`src/rtl/sft_arbiter_scrub.sv`:
```
// Triple-redundant arbiter: three state replicas are majority-voted and rewritten every cycle.
// Defining SFT_ARBITER_FAULT_INJECT_EN adds inj_en/inj_replica/inj_mask for upsetting one replica's grant.
module sft_arbiter_scrub #(
    parameter int PORTS                 = 4,
    parameter int ARB_TYPE_ROUND_ROBIN  = 0,
    parameter int ARB_BLOCK             = 0,
    parameter int ARB_BLOCK_ACK         = 1,
    parameter int ARB_LSB_HIGH_PRIORITY = 0,
    parameter int ERR_CNT_WIDTH         = 8
) (
    input  logic                     clk,
    input  logic                     rst,
    input  logic [PORTS-1:0]         request,
    input  logic [PORTS-1:0]         acknowledge,
    output logic [PORTS-1:0]         grant,
    output logic                     grant_valid,
    output logic [$clog2(PORTS)-1:0] grant_encoded,
    input  logic                     err_clear,
    output logic                     tmr_err,
    output logic [2:0]               err_replica,
    output logic [ERR_CNT_WIDTH-1:0] err_count
`ifdef SFT_ARBITER_FAULT_INJECT_EN
    ,
    input  logic                     inj_en,
    input  logic [1:0]               inj_replica,
    input  logic [PORTS-1:0]         inj_mask
`endif
);
    localparam int IDX_W = $clog2(PORTS);

    typedef struct packed {
        logic [PORTS-1:0] grant;
        logic             valid;
        logic [IDX_W-1:0] enc;
        logic [PORTS-1:0] mask;
    } arb_state_t;

    localparam arb_state_t RESET_STATE = '{grant: '0, valid: 1'b0, enc: '0, mask: '1};

    arb_state_t             rep_q [3];
    arb_state_t             rep_d [3];
    arb_state_t             voted;
    arb_state_t             next_state;
    logic                   hold;
    logic [PORTS-1:0]       cand;
    logic [IDX_W-1:0]       win_idx;
    logic [2:0]             fault;
    logic                   tmr_err_q, tmr_err_d;
    logic [2:0]             err_replica_q, err_replica_d;
    logic [ERR_CNT_WIDTH-1:0] err_count_q, err_count_d;

    function automatic logic [IDX_W-1:0] pick_winner(input logic [PORTS-1:0] req);
        logic [IDX_W-1:0] idx;
        idx = '0;
        for (int i = 0; i < PORTS; i++) begin
            if (ARB_LSB_HIGH_PRIORITY != 0) begin
                if (req[PORTS-1-i]) idx = IDX_W'(PORTS-1-i);
            end else if (req[i]) begin
                idx = IDX_W'(i);
            end
        end
        return idx;
    endfunction

    assign voted = arb_state_t'((rep_q[0] & rep_q[1]) | (rep_q[0] & rep_q[2]) | (rep_q[1] & rep_q[2]));

    assign grant         = voted.grant;
    assign grant_valid   = voted.valid;
    assign grant_encoded = voted.enc;
    assign tmr_err       = tmr_err_q;
    assign err_replica   = err_replica_q;
    assign err_count     = err_count_q;

    always_comb begin
        hold = 1'b0;
        if (ARB_BLOCK != 0) begin
            if (ARB_BLOCK_ACK != 0) hold = voted.valid && ((voted.grant & acknowledge) == '0);
            else                    hold = (voted.grant & request) != '0;
        end
        cand = request;
        if ((ARB_TYPE_ROUND_ROBIN != 0) && ((request & voted.mask) != '0)) cand = request & voted.mask;
        win_idx = pick_winner(cand);

        next_state = voted;
        if (!hold) begin
            if (request != '0) begin
                next_state.grant          = '0;
                next_state.grant[win_idx] = 1'b1;
                next_state.valid          = 1'b1;
                next_state.enc            = win_idx;
                // The mask keeps only ports that rank below the winner, so they go first next time.
                for (int j = 0; j < PORTS; j++) begin
                    if (ARB_LSB_HIGH_PRIORITY != 0) next_state.mask[j] = (j > int'(win_idx));
                    else                            next_state.mask[j] = (j < int'(win_idx));
                end
            end else begin
                next_state.grant = '0;
                next_state.valid = 1'b0;
                next_state.enc   = '0;
            end
        end
    end

    always_comb begin
        for (int k = 0; k < 3; k++) begin
            rep_d[k] = next_state;
`ifdef SFT_ARBITER_FAULT_INJECT_EN
            if (inj_en && (inj_replica == 2'(k))) rep_d[k].grant = next_state.grant ^ inj_mask;
`endif
            fault[k] = (rep_q[k] != voted);
        end
    end

    always_comb begin
        tmr_err_d = |fault;
        if (err_clear) begin
            err_replica_d = fault;
            err_count_d   = (|fault) ? ERR_CNT_WIDTH'(1) : '0;
        end else begin
            err_replica_d = err_replica_q | fault;
            err_count_d   = err_count_q;
            if ((|fault) && (err_count_q != '1)) err_count_d = err_count_q + ERR_CNT_WIDTH'(1);
        end
    end

    always_ff @(posedge clk) begin
        if (rst) begin
            for (int k = 0; k < 3; k++) rep_q[k] <= RESET_STATE;
            tmr_err_q     <= 1'b0;
            err_replica_q <= '0;
            err_count_q   <= '0;
        end else begin
            for (int k = 0; k < 3; k++) rep_q[k] <= rep_d[k];
            tmr_err_q     <= tmr_err_d;
            err_replica_q <= err_replica_d;
            err_count_q   <= err_count_d;
        end
    end

`ifndef SYNTHESIS
    always @(posedge clk) begin
        if (!rst) begin
            assert ($onehot0(voted.grant) && (voted.valid == (|voted.grant)))
                else $error("voted grant is not one-hot or disagrees with valid");
        end
    end
`endif

endmodule
```
`config.mk`:
```
export PLATFORM = sky130hd
export DESIGN_NAME = sft_arbiter_scrub
export DESIGN_NICKNAME = d
export VERILOG_FILES = /design/src/rtl/sft_arbiter_scrub.sv
export SDC_FILE = /design/constraint.sdc
export NUM_CORES = 1
export LEC_CHECK = 0
export CORE_UTILIZATION = 36
export CTS_BUF_LIST = sky130_fd_sc_hd__clkbuf_4
export DETAILED_ROUTE_END_ITERATION = 16
export PLACE_DENSITY = 0.78
export SYNTH_ARGS = -nofsm -noshare
export SYNTH_HDL_FRONTEND = slang
export SYNTH_SLANG_ARGS = --single-unit
```
`constraint.sdc`:
```
create_clock -name clk -period 0.8 [get_ports clk]
set_input_delay 0.12 -clock clk [delete_from_list [all_inputs] [get_ports clk]]
set_output_delay 0.12 -clock clk [all_outputs]
set_load 0.05 [all_outputs]
```
==> impl_metrics.py <==
metrics = {
    "cts": {
        "clk_latency_ns": 0.27,
        "clk_pin_slew_ns": 0.09,
        "cts_inserted_buffers": 3,
        "htree_num_levels": 1,
        "holdBufCountCts": 0,
        "cts_tree": "built",
        "cts_sinks": 15,
        "cts_root_buffer": "clkbuf_4",
        "cts_buffer_depth": 2,
    },
    "setup_path": {
        "critPathBufInv": 1,
        "start_kind": "flip-flop",
        "critPathRequiredTime_ns": 0.68,
        "critPathMaxFanout": 2,
        "cp_slowest_cell": "dfxtp_2",
        "crit_path_cell_trace": "buf_12",
        "crit_path_end_kind": "output pin",
        "critPathTopFamily": "flip-flops",
        "critPathKind": "reg -> out",
        "cp_slowest_stage_delay_ns": 0.36,
        "critical_path_arrival_ns": 0.76,
    },
    "yosys": {
        "yosys.cell_count.top_type": "dfxtp_1",
        "seq_area_frac_synth_pct": 61.54,
        "synth_common_cells": "dfxtp_1, and2_1, buf_4",
        "syn_area_um2": 488.0,
        "synth_area_leaders": "dfxtp_1, and2_1, buf_4",
        "synth.avg_cell_area_um2": 11.90,
        "synth.top_cell.area_share_pct": 61.54,
        "synth_edf_count": 0,
        "yosys_warnings": 0,
        "synthCells": 41,
        "ys_types": 14,
        "synth-main-ff-cell": "dfxtp_1",
        "synth_async_sr_flop_share_pct": 0,
        "synth_largest_area_cell": "dfxtp_1",
        "synth-seq-cells": 15,
    },
    "place": {
        "post-dp-hpwl_um": 702.6,
        "dp.cells": 76,
        "dpl_cell_area_um2": 860.8,
        "io_buffers": 21,
        "gp_congestion": 0.6158,
    },
    "global_routing": {
        "grt_max_degree": 9,
        "antenna_found_initial": 0,
        "grt_pass1_wl_um": 1421,
        "grt_pass1_vias": 313,
        "grt_usage_pct": 14.73,
        "grt-ovfl-total": 0,
    },
    "timing": {
        "timing.final.crit_share_pct": 110.2,
        "period_needed_ns": 0.8815,
        "fin_ws_ns": -0.08154,
        "hold_viol": 0,
        "final_max_slew_viol_count": 0,
        "setup_viol": 15,
        "grt_setup_unrepaired": "yes",
        "max_freq_ghz": 1.134,
        "whs_ns": 0.1153,
        "finClkSkew_ns": 0,
    },
    "cells_and_area": {
        "finalNetCount": 80,
        "antenna_cells": 0,
        "nFillCells": 71,
        "fin_area_um2": 922.1,
        "area_delta_synth_final_pct": 88.97,
        "fin_cells": 82,
        "drive_gt1_share_pct": 60.29,
    },
    "detailed_routing": {
        "drt-total-wl_um": 844,
        "drtIter0Drc": 1,
        "drc": 0,
        "wl_per_cell_um": 10.29,
        "vias": 346,
        "drt.antenna.violating_nets": 0,
        "first_pass_iters": 2,
        "routed_via_density": 4.220,
    },
    "die": {
        "die-area_um2": 1507,
        "die_h_um": 38.82,
        "pin_count": 30,
        "start_util_pct": 41.14,
        "die_w_um": 38.82,
        "fp-row-count": 12,
        "core_area_um2": 1186,
    },
    "pwr": {
        "powerDensity_nw_per_um2": 1593,
        "cellLeakagePower_nw": 0.4147,
        "peakVddDrop_mv": 1.155,
    },
    "status": {
        "violations": "negative setup slack",
        "status": "complete, but fails checks",
    },
    "run": {
        "drv_cap": 0,
    },
    "hold_path": {
        "hold_class": "in -> reg",
    },
}
==> cells by family after synthesis <==
kind of cell	share of synthesized area, %
buf+inv	9.230
flops	61.54
other cells	0.7685
simple gates	26.41
compound gates	2.051
==> cells in the final DEF, fill, tap and decap left out <==
cell / instances
dlygate4sd2_1: 1
a21oi_1: 2
buf_6: 1
nor4b_2: 1
nor2_1: 3
clkdlybuf4s50_1: 3
dfxtp_2: 15
conb_1: 4
nor3b_1: 1
dlymetal6s2s_1: 2
inv_1: 1
and4bb_1: 1
nand2b_1: 1
and2_1: 8
buf_12: 15
nor2_2: 1
nor2_8: 1
clkbuf_4: 4
buf_4: 3
==> flip-flops by register name, indices dropped and copies added, names as in the netlist <==
register and flops:
err_count 8, rep_q 7
==> power breakdown <==
group	leakage, nW	total [mW]	internal [mW]	switching (mW)
clock	0.0184	0.436	0.227	0.210
sequential	0.129	0.779	0.766	0.0135
combinational	0.268	0.253	0.111	0.143
total	0.415	1.47	1.10	0.366
==> final timing paths <==
check / start / endpoint / slack (ns) / cells past startpoint
max: err_count[0] / err_count[0] / -0.08 / 1
min: request[2] / rep_q[0][30] / 0.12 / 2
max reg2reg: err_count[5] / err_count[5] / 0.11 / 2
min reg2reg: err_count[4] / err_count[4] / 0.49 / 1
==> layer usage <==
metal | share of wire, % | global-route usage (%) | up-vias
met5 | 0 | 0 | -
met4 | 2.0 | 10.34 | 0
met3 | 3.3 | 3.468 | 2
met2 | 53 | 22.50 | 13
met1 | 42 | 17.92 | 156
li1 | - | - | 175
==> cell type report <==
type | count | area, um^2 | area share, %
clock buffers | 4 | 30.03 | 3.256
repair buffers | 25 | 397.9 | 43.15
inverters | 1 | 3.754 | 0.4071
well taps | 14 | 17.52 | 1.900
multi-input cells | 23 | 153.9 | 16.69
flip-flops and latches | 15 | 319.1 | 34.60
==> timing repair <==
| action | in CTS | in global routing |
|---|---|---|
| endpoints found under the setup margin | 23 | 16 |
| pin swaps | 0 | 1 |
| buffers inserted | 1 | 1 |
| resized for setup | 9 | 2 |
==> metrics by stage <==
stage	utilization [%]	total power, mW	setup TNS (ns)	setup WS, ns
global placement	72.57	1.042	-3.337	-0.2850
floorplan	-	0.9361	0	0.09267
global route	77.74	1.537	-1.545	-0.1198
detailed placement	72.57	1.046	-3.810	-0.3226
CTS	76.69	1.482	-1.178	-0.08885
finish	77.74	1.469	-1.046	-0.08154
No activity file was read; power rests on OpenSTA's default activity.
